`src/rtl/quiz_pkg.sv`:
```
// Shared definitions for the quiz game controller: FSM state encoding and timer width.
package quiz_pkg;

    typedef enum logic [2:0] {
        ST_IDLE   = 3'd0,
        ST_FETCH  = 3'd1,
        ST_WAIT   = 3'd2,
        ST_ENTRY  = 3'd3,
        ST_JUDGE  = 3'd4,
        ST_RESULT = 3'd5,
        ST_DONE   = 3'd6
    } state_t;

    localparam int TIMER_W = 8;

endpackage

```
`src/rtl/quiz_ctrl_digit_entry.sv`:
```
// BCD answer entry: left-shifting nibble register with a digit count, clear has priority.
module digit_entry #(
    parameter int N_DIGITS = 6,
    parameter int CNT_W    = 3
) (
    input  logic                  clk,
    input  logic                  rst_n,
    input  logic                  clr,
    input  logic                  shift,
    input  logic [3:0]            digit,
    output logic [4*N_DIGITS-1:0] entry,
    output logic [CNT_W-1:0]      count
);

    localparam int E_W = 4 * N_DIGITS;

    // Shift register and digit counter; non-BCD digits and overflow digits are dropped.
    always_ff @(posedge clk) begin
        if (!rst_n) begin
            entry <= '0;
            count <= '0;
        end else if (clr) begin
            entry <= '0;
            count <= '0;
        end else if (shift && (digit <= 4'd9) && (count < CNT_W'(N_DIGITS))) begin
            entry <= (entry << 4) | E_W'(digit);
            count <= count + CNT_W'(1);
        end
    end

endmodule

```
`src/rtl/quiz_ctrl.sv`:
```
// Quiz game controller: question fetch, buzzer arbitration, answer entry, judging and scoring.
// Optional build macro QUIZ_PENALTY_EN: wrong answers decrement the answering player's score.
module quiz_ctrl
    import quiz_pkg::*;
#(
    parameter int N_PLAYERS  = 2,
    parameter int N_DIGITS   = 6,
    parameter int TIME_LIMIT = 30,
    parameter int ROUNDS     = 5,
    parameter int SCORE_W    = 4
) (
    input  logic                          CLK,
    input  logic                          RST,
    input  logic                          START,
    input  logic                          TICK,
    input  logic [4*N_DIGITS-1:0]         QUE_DATA,
    input  logic                          QUE_VALID,
    output logic                          QUE_REQ,
    input  logic [N_PLAYERS-1:0]          BUZZ,
    input  logic                          DIGIT_VALID,
    input  logic [3:0]                    DIGIT,
    input  logic                          CLR,
    input  logic                          ENTER,
    output logic [2:0]                    STATE,
    output logic [2:0]                    ACTIVE,
    output logic [4*N_DIGITS-1:0]         ENTRY,
    output logic [7:0]                    TIME_LEFT,
    output logic [SCORE_W*N_PLAYERS-1:0]  SCORE,
    output logic                          OK,
    output logic                          NG,
    output logic                          GAME_OVER
);

    localparam int CNT_W = $clog2(N_DIGITS + 1);
    localparam logic [SCORE_W-1:0] SCORE_MAX = {SCORE_W{1'b1}};

    state_t                         state_r, state_nx;
    logic [7:0]                     round_r, round_nx;
    logic [4*N_DIGITS-1:0]          answer_r, answer_nx;
    logic [TIMER_W-1:0]             time_r, time_nx;
    logic [N_PLAYERS-1:0]           lock_r, lock_nx;
    logic [2:0]                     active_r, active_nx;
    logic [SCORE_W*N_PLAYERS-1:0]   score_r, score_nx;
    logic [1:0]                     res_r, res_nx;
    logic                           ok_r, ok_nx, ng_r, ng_nx, req_r, req_nx, go_r;

    logic [4*N_DIGITS-1:0]          entry_s;
    logic [CNT_W-1:0]               count_s;
    logic                           entry_clr_s, entry_shift_s;
    logic [N_PLAYERS-1:0]           avail_s, active_oh_s;
    logic [2:0]                     pick_s;
    logic                           pick_valid_s, expire_s, all_locked_s;
    logic [SCORE_W-1:0]             cur_score_s;

    digit_entry #(.N_DIGITS(N_DIGITS), .CNT_W(CNT_W)) u_entry (
        .clk   (CLK),
        .rst_n (RST),
        .clr   (entry_clr_s),
        .shift (entry_shift_s),
        .digit (DIGIT),
        .entry (entry_s),
        .count (count_s)
    );

    // Buzzer arbitration: lowest-index unlocked buzzer wins.
    always_comb begin
        avail_s      = BUZZ & ~lock_r;
        pick_s       = 3'd0;
        pick_valid_s = 1'b0;
        for (int i = N_PLAYERS - 1; i >= 0; i--) begin
            pick_s       = avail_s[i] ? 3'(i) : pick_s;
            pick_valid_s = pick_valid_s | avail_s[i];
        end
    end

    // Next-state and datapath update logic.
    always_comb begin
        state_nx      = state_r;
        round_nx      = round_r;
        answer_nx     = answer_r;
        time_nx       = time_r;
        lock_nx       = lock_r;
        active_nx     = active_r;
        score_nx      = score_r;
        res_nx        = 2'd0;
        ok_nx         = 1'b0;
        ng_nx         = 1'b0;
        entry_clr_s   = 1'b0;
        entry_shift_s = 1'b0;
        expire_s      = TICK && (time_r <= TIMER_W'(1));
        active_oh_s   = N_PLAYERS'(1) << active_r;
        all_locked_s  = &(lock_r | active_oh_s);
        cur_score_s   = score_r[int'(active_r)*SCORE_W +: SCORE_W];

        case (state_r)
            ST_IDLE, ST_DONE: begin
                if (START) begin
                    state_nx    = ST_FETCH;
                    score_nx    = '0;
                    round_nx    = 8'd0;
                    lock_nx     = '0;
                    entry_clr_s = 1'b1;
                end else begin
                    state_nx = state_r;
                end
            end
            ST_FETCH: begin
                if (QUE_VALID) begin
                    answer_nx   = QUE_DATA;
                    time_nx     = TIMER_W'(TIME_LIMIT);
                    lock_nx     = '0;
                    entry_clr_s = 1'b1;
                    state_nx    = ST_WAIT;
                end else begin
                    state_nx = ST_FETCH;
                end
            end
            ST_WAIT: begin
                if (expire_s) begin
                    time_nx  = '0;
                    ng_nx    = 1'b1;
                    state_nx = ST_RESULT;
                end else begin
                    time_nx   = TICK ? time_r - TIMER_W'(1) : time_r;
                    active_nx = pick_valid_s ? pick_s : active_r;
                    state_nx  = pick_valid_s ? ST_ENTRY : ST_WAIT;
                end
            end
            ST_ENTRY: begin
                // Expiry beats a same-cycle ENTER; CLR beats a same-cycle digit or ENTER.
                if (expire_s) begin
                    time_nx  = '0;
                    ng_nx    = 1'b1;
                    state_nx = ST_RESULT;
                end else begin
                    time_nx       = TICK ? time_r - TIMER_W'(1) : time_r;
                    entry_clr_s   = CLR;
                    entry_shift_s = DIGIT_VALID && !CLR;
                    state_nx      = (ENTER && !CLR && (count_s != '0)) ? ST_JUDGE : ST_ENTRY;
                end
            end
            ST_JUDGE: begin
                if (entry_s == answer_r) begin
                    ok_nx    = 1'b1;
                    score_nx[int'(active_r)*SCORE_W +: SCORE_W] =
                        (cur_score_s == SCORE_MAX) ? SCORE_MAX : cur_score_s + SCORE_W'(1);
                    state_nx = ST_RESULT;
                end else begin
                    ng_nx       = 1'b1;
`ifdef QUIZ_PENALTY_EN
                    score_nx[int'(active_r)*SCORE_W +: SCORE_W] =
                        (cur_score_s == '0) ? '0 : cur_score_s - SCORE_W'(1);
`else
                    score_nx    = score_r;
`endif
                    lock_nx     = lock_r | active_oh_s;
                    entry_clr_s = 1'b1;
                    state_nx    = all_locked_s ? ST_RESULT : ST_WAIT;
                end
            end
            ST_RESULT: begin
                res_nx = res_r;
                if (TICK && (res_r == 2'd1)) begin
                    res_nx   = 2'd0;
                    round_nx = round_r + 8'd1;
                    state_nx = ((round_r + 8'd1) == 8'(ROUNDS)) ? ST_DONE : ST_FETCH;
                end else begin
                    res_nx = TICK ? res_r + 2'd1 : res_r;
                end
            end
            default: begin
                state_nx = ST_IDLE;
            end
        endcase

        req_nx = (state_nx == ST_FETCH) && (state_r != ST_FETCH);
    end

    // State and datapath registers, synchronous active-low reset.
    always_ff @(posedge CLK) begin
        if (!RST) begin
            state_r  <= ST_IDLE;
            round_r  <= 8'd0;
            answer_r <= '0;
            time_r   <= '0;
            lock_r   <= '0;
            active_r <= 3'd0;
            score_r  <= '0;
            res_r    <= 2'd0;
            ok_r     <= 1'b0;
            ng_r     <= 1'b0;
            req_r    <= 1'b0;
            go_r     <= 1'b0;
        end else begin
            state_r  <= state_nx;
            round_r  <= round_nx;
            answer_r <= answer_nx;
            time_r   <= time_nx;
            lock_r   <= lock_nx;
            active_r <= active_nx;
            score_r  <= score_nx;
            res_r    <= res_nx;
            ok_r     <= ok_nx;
            ng_r     <= ng_nx;
            req_r    <= req_nx;
            go_r     <= (state_nx == ST_DONE);
        end
    end

    assign STATE     = state_r;
    assign ACTIVE    = active_r;
    assign ENTRY     = entry_s;
    assign TIME_LEFT = time_r;
    assign SCORE     = score_r;
    assign OK        = ok_r;
    assign NG        = ng_r;
    assign QUE_REQ   = req_r;
    assign GAME_OVER = go_r;

endmodule

```
`config.mk`:
```
export PLATFORM = sky130hd
export DESIGN_NAME = quiz_ctrl
export DESIGN_NICKNAME = d
export VERILOG_FILES = /design/src/rtl/quiz_pkg.sv /design/src/rtl/quiz_ctrl_digit_entry.sv /design/src/rtl/quiz_ctrl.sv
export SDC_FILE = /design/constraint.sdc
export NUM_CORES = 1
export LEC_CHECK = 0
export ABC_AREA = 1
export CAP_MARGIN = 20
export CELL_PAD_IN_SITES_DETAIL_PLACEMENT = 1
export CELL_PAD_IN_SITES_GLOBAL_PLACEMENT = 2
export CORE_UTILIZATION = 28
export CTS_CLUSTER_SIZE = 8
export DETAILED_ROUTE_END_ITERATION = 6
export PLACE_DENSITY = 0.87
export RECOVER_POWER = 50
export SYNTH_ARGS = -nofsm -noshare
export SYNTH_HDL_FRONTEND = slang
export SYNTH_SLANG_ARGS = --single-unit
```
`constraint.sdc`:
```
create_clock -name CLK -period 1.9 [get_ports CLK]
set_clock_uncertainty 0.05 [all_clocks]
set_input_delay 0.38 -clock CLK [delete_from_list [all_inputs] [get_ports CLK]]
set_output_delay 0.38 -clock CLK [all_outputs]
set_load 0.01 [all_outputs]
```
# == After elaboration in Yosys (flattened, before gate mapping) ==
# Cells that the tools add are included.
# word_totals
register_bits,89
input_bits,38
elab_cells,119
# op_classes
add_sub_neg,6
magnitude_cmp,3
eq_ne,19
shift,4
muxes,38
n_bitwise,8
n_reduce_logical,27
# ops
op,n
2-to-1 mux 8 bit,6
one-hot mux 8 bit (2 select lines),3
negation 5 -> 33 bit,1
"variable shift 4 x 33 -> 8 bit, first input constant",1
indexed part select 4 x 33 -> 8 bit,1
== test 24 bit,1
2-to-1 mux 3 bit,8
OR 24 x 4 -> 24 bit,1
one-hot mux 3 bit (6 select lines),1
"== test 3 bit, second input constant",4
AND reduction 3 bit,4
2-to-1 mux 1 bit,11
"!= test 2 bit, second input constant",5
"adder 8 x 1 -> 8 bit, second input constant",1
bitwise mux 8 bit,1
"== test 8 x 3 -> 1 bit, second input constant",1
"<= comparator 8 x 1 -> 1 bit, second input constant",1
logical AND 1 bit,8
2-to-1 mux 2 bit,4
indexed part select 8 x 6 -> 4 bit,1
"subtractor 8 x 1 -> 8 bit, second input constant",1
"== test 3 x 1 -> 1 bit, second input constant",2
"== test 3 x 2 -> 1 bit, second input constant",2
"!= test 3 x 1 -> 1 bit, second input constant",2
25 further kinds,34

# == Longest topological paths before layout ==
# logic_depth
word_depth,8
ltp_mapped,14

# == Cells and area by module ==
# Synthesis repeated with hierarchy kept, for this count alone.
# hier_totals
cells_unflattened,735
hier_area_um2,4780.8
# modules_own_cells
module,instances,cells_each,area_per_inst_um2,seq_area_each_um2
quiz_ctrl,1,576,3594.7,1201.2
digit_entry,1,159,1186.1,540.5

# == Worst setup path before layout ==
# OpenSTA, ideal clock, no wires.
# synth_timing
path_type,register to register
startpoint,register time_r[0] (netlist: TIME_LEFT[0])
endpoint,register req_r (netlist: QUE_REQ)
setup_time_ns,0.111
arrival_time_ns,1.655
required_ns,1.739
setup_slack_ns,0.085
stages_incl_launch_ff,12
path_buffers,1
cell_sequence,dfxtp_1 > inv_1 > ha_1 > nand2_1 > nand2_1 > nand2_2 > buf_2 > nand3_1 > a21oi_1 > nand3_1 > nand2_1 > nor2_1
# synth_via
elab_chain_cells,6
elab_cells_between_ends,7
# synth_rtl
element,line,text
from (decl),quiz_ctrl.sv:40,"logic [TIMER_W-1:0] time_r, time_nx;"
from (signal assigned),quiz_ctrl.sv:198,time_r <= time_nx;
<= comparator 8 x 1 -> 1 bit (*),quiz_ctrl.sv:90,expire_s = TICK && (time_r <= TIMER_W'(1));
logical AND 1 bit (*),quiz_ctrl.sv:90,
2-to-1 mux 3 bit (on tied branches),"quiz_ctrl.sv:131, quiz_ctrl.sv:119",
one-hot mux 3 bit (6 select lines) (*),quiz_ctrl.sv:95,case (state_r)
== test 3 x 1 -> 1 bit (*),quiz_ctrl.sv:176,req_nx = (state_nx == ST_FETCH) && (state_r != ST_FETCH);
logical AND 1 bit (*),quiz_ctrl.sv:176,
to (signal assigned),quiz_ctrl.sv:205,req_r <= req_nx;
to (decl),quiz_ctrl.sv:45,"logic ok_r, ok_nx, ng_r, ng_nx, req_r, req_nx, go_r;"
# Every way passes the cells marked *; elsewhere a longest branch is shown, timed or not.
# A chain may end at the register's enable or synchronous reset.

# == Worst setup path in the final report ==
# layout_timing
startpoint,register state_r[1] (netlist: STATE[1])
endpoint,register time_r[4] (netlist: TIME_LEFT[4])
# layout_via
elab_chain_cells,4
elab_cells_between_ends,9
# layout_rtl
element,line,text
from (decl),quiz_ctrl.sv:37,"state_t state_r, state_nx;"
from (signal assigned),quiz_ctrl.sv:195,state_r <= state_nx;
== test 3 x 2 -> 1 bit,quiz_ctrl.sv:95,
OR reduction 2 bit (no source line),-,
!= test 3 x 1 -> 1 bit (no source line) or nonzero test 2 bit (tied branches),-,
AND reduction 3 bit (no source line),-,
# Several ways; a longest one is shown, not always the timed one.

==> metrics.md <==
| Metric | Value |
|---|---|
| Status | `complete, no violations` |
| CTS tree | `done` |
| Pins Over Slew Limit | `0` |
| CP max-delay cell | `dfxtp_2` |
| Antenna Nets Post-Route | `0` |
| # setup viols final | `0` |
| Tmin final | `1860 ps` |
| Die H | `131 um` |
| Number of synthesized register bits | `87` |
| Hold depth | `2` |
| Placed Area | `6050 um^2` |
| Max VDD drop | `0.753 mV` |
| Leakage | `2.69 nW` |
| PnR worst setup slack | `45.0 ps` |
| Flop pwr share | `30.1%` |
| Final core occ | `41.4%` |
| Starting density of the core | `29.0%` |
| CP arrival | `2070 ps` |
| Critical path peak fanout | `8` |
| Number of global-route vias before repair | `5,038` |
| Final Hold Viols | `0` |
| Area growth, synth to finish | `42.9%` |
| Ant. Diodes | `0` |
| Period utilization | `97.6%` |
| Finished Layout Cells | `1,042` |
| 1st-iter DRT viols | `167` |
| Row Count | `46` |
| CP Buf/Inv Count | `2` |
| Mapped Area | `4630 um^2` |
| RD Place Congestion | `0.821` |
| Design area | `6620 um^2` |
| Max clock buf depth | `2` |
| Fmax | `0.539 GHz` |
| Via-per-instance ratio | `4.70` |
| Synth Warn # | `0` |
| CP top delay family | `compound AO/OA/AOI/OAI gates` |
| Pin count of the biggest net entering global routing | `45` |
| Sequential share of the synthesized area | `37.6%` |
| Largest stage delay, worst path | `370 ps` |
| Asr flop ratio synth | `0%` |
| Worst Setup Start Kind | `flop` |
| Worst setup EP type | `flop` |
| Nets | `868` |
| Post-synth cell types | `40` |
| CTS sink cnt | `87` |
| Switching power | `2.99 mW` |
| Critical path depth | `8` |
| Cells after Synth | `681` |
| Synthesized area per cell | `6.81 um^2` |
| 1st-pass router iterations | `4` |
| IO Pins | `88` |
| Die ar. | `17,100 um^2` |
| Drt total wl | `15.4 mm` |
| Port Buffers | `85` |
| Root Driver | `clkbuf_16` |
| Crit path kind | `flop to flop` |
| Average routed wire per standard cell | `14.8 um` |
| Count of flip-flops with a built-in enable after synthesis | `0` |
| Min-Delay Path Class | `flop to flop` |
| Layout cell share with drive strength beyond 1 | `21.2%` |
| Routed via count | `4,899` |
| Clock-pin slew on the worst setup and hold paths | `60 ps` |
| Logic gate share of total power | `45.6%` |
| Clock network power share | `24.3%` |
| RSZ-0062 raised after global routing | `yes` |
| CTS Hold Bufs | `0` |
| Placed Cells | `1,014` |
| Global route overflow | `0` |
| Initial antenna violation count | `0` |
| Core Region | `16,000 um^2` |
| Cell Chain, Critical Path | `ha_1, inv_1, o22ai_1, a21oi_2, inv_2, nor2_2, o21ai_0, a21oi_1` |
| Net Sw Frac | `39.0%` |
| Post-detail-place hpwl | `11.4 mm` |
| Prevailing post-synth register cell | `dfxtp_1` |
| Die X | `131 um` |
| Max-Cap Viols | `0` |
| DRC | `0` |
| Worst EP required | `2120 ps` |
| CTS buffer count | `9` |
| GRT Overall Usage | `18.1%` |
| Later-pin clock latency in the skew report | `350 ps` |
| Total power | `7.67 mW` |
| Dpl ws | `-295 ps` |
| H-tree Lvls | `3` |
| First-pass GRT wire length | `24.1 mm` |
| Fillers | `2,033` |
| Worst Reg2Reg Path Length in Cells | `8` |
| Pwr/cell area | `1160 nW/um^2` |
| Int Pwr | `4.68 mW` |
-- final cells by class --
| class | count | area, um^2 | area share [%] |
|---|---|---|---|
| Clock buffer | 11 | 253 | 3.82 |
| Sequential cell | 87 | 1790 | 27.0 |
| Tap cell | 216 | 270 | 4.08 |
| Multi-Input combinational cell | 482 | 2490 | 37.6 |
| Timing Repair Buffer | 152 | 1440 | 21.7 |
| Inverter | 89 | 334 | 5.04 |
| Clock inverter | 5 | 56.3 | 0.850 |
-- registers in the layout, summed over array words and instances, names as in the netlist --
name / cells
round_r: 8
QUE_REQ: 1
res_r: 2
u_entry.entry: 24
lock_r: 2
u_entry.count: 3
TIME_LEFT: 8
SCORE: 8
ACTIVE: 1
GAME_OVER: 1
OK: 1
NG: 1
STATE: 3
answer_r: 24
-- power by group through the flow --
stage	Clock (mW)	Sequential (mW)	Combinational, mW
after detailed placement	0	2.32	3.09
after global placement	0	2.31	2.97
after floorplan	0	2.37	1.78
final	1.86	2.31	3.50
after global routing	2.00	2.34	3.85
after CTS	1.91	2.29	3.15
-- cells by family after synthesis --
family                   Yosys count  share of synthesized area (%)
other                              1                         0.0809
AO/OA/AOI/OAI                    126                           15.4
buffers and inverters            113                           10.6
XOR/XNOR                          10                           1.89
flip-flops                        87                           37.6
AND/OR/NAND/NOR                  334                           31.7
multiplexers                       1                          0.216
adder cells (fa/ha/maj)            9                           2.43
-- worst register-to-register path, cell delays in order (launching register included) --
cell and delay, ps:
dfxtp_2 370, ha_1 260, inv_1 150, o22ai_1 120, a21oi_2 210, inv_2 120
nor2_2 170, o21ai_0 140, a21oi_1 180
-- metrics by stage --
step / TNS, ps / hold slack (ps)
finish: 0 / 418
global route: -364 / 442
CTS: 0 / 420
detailed placement: -7850 / 410
global placement: -4540 / 393
floorplan: 0 / 385
-- timing repair --
item,4_1_cts,5_1_grt
pin swaps,2,11
setup buffers,1,8
setup endpoints to repair,39,50
cloned,0,3
resized for setup,5,58
-- synth_stat cells, drive strengths merged (2+ instances only) --
library cell | instances | area (um^2)
nand2 | 183 | 712
inv | 88 | 330
dfxtp | 87 | 1740
a21oi | 76 | 425
nor2 | 74 | 288
nand3 | 48 | 255
o21ai | 40 | 204
buf | 14 | 121
nand4 | 11 | 83.8
clkbuf | 10 | 37.5
nor3 | 10 | 71.3
ha | 9 | 113
xnor2 | 5 | 43.8
xor2 | 5 | 43.8
o21a | 4 | 30.0
a211oi | 3 | 22.5
a31oi | 2 | 27.5
nand3b | 2 | 15.0
nor3b | 2 | 20.0
or2 | 2 | 12.5
-- metal layers --
layer	vias up	track usage (%)	routed length (um)
li1	2460	-	-
met1	2348	21.3	6720
met2	74	33.9	8070
met3	17	2.57	419
met4	0	5.48	199
met5	-	0	0
-- path summary, 6_finish.rpt --
kind / endpoint / slack (ps) / start
setup / recovery: TIME_LEFT[4] / 40 / STATE[1]
hold / removal: lock_r[1] / 420 / lock_r[1]
setup reg to reg: TIME_LEFT[4] / 40 / STATE[1]
hold reg to reg: lock_r[1] / 420 / lock_r[1]
-- placed cells by master (no fill, tap or decap), types with 5 or more instances in the layout --
cell type,Yosys,routed
dfxtp_2,0,24
xor2_1,5,5
a21oi_1,64,61
dfxtp_1,87,59
a21oi_2,12,15
o21ai_0,39,37
nor3_1,7,7
inv_1,82,80
buf_4,3,61
clkdlybuf4s50_1,0,83
nand2_1,175,170
nand4_1,10,10
nand3_1,45,43
nor2_1,70,62
nor2_2,4,11
xnor2_1,5,5
inv_2,6,8
nand3_2,3,5
nand2_2,7,9
clkbuf_16,0,11
ha_1,9,7
Note: power is estimated with default switching activity, not from simulation.
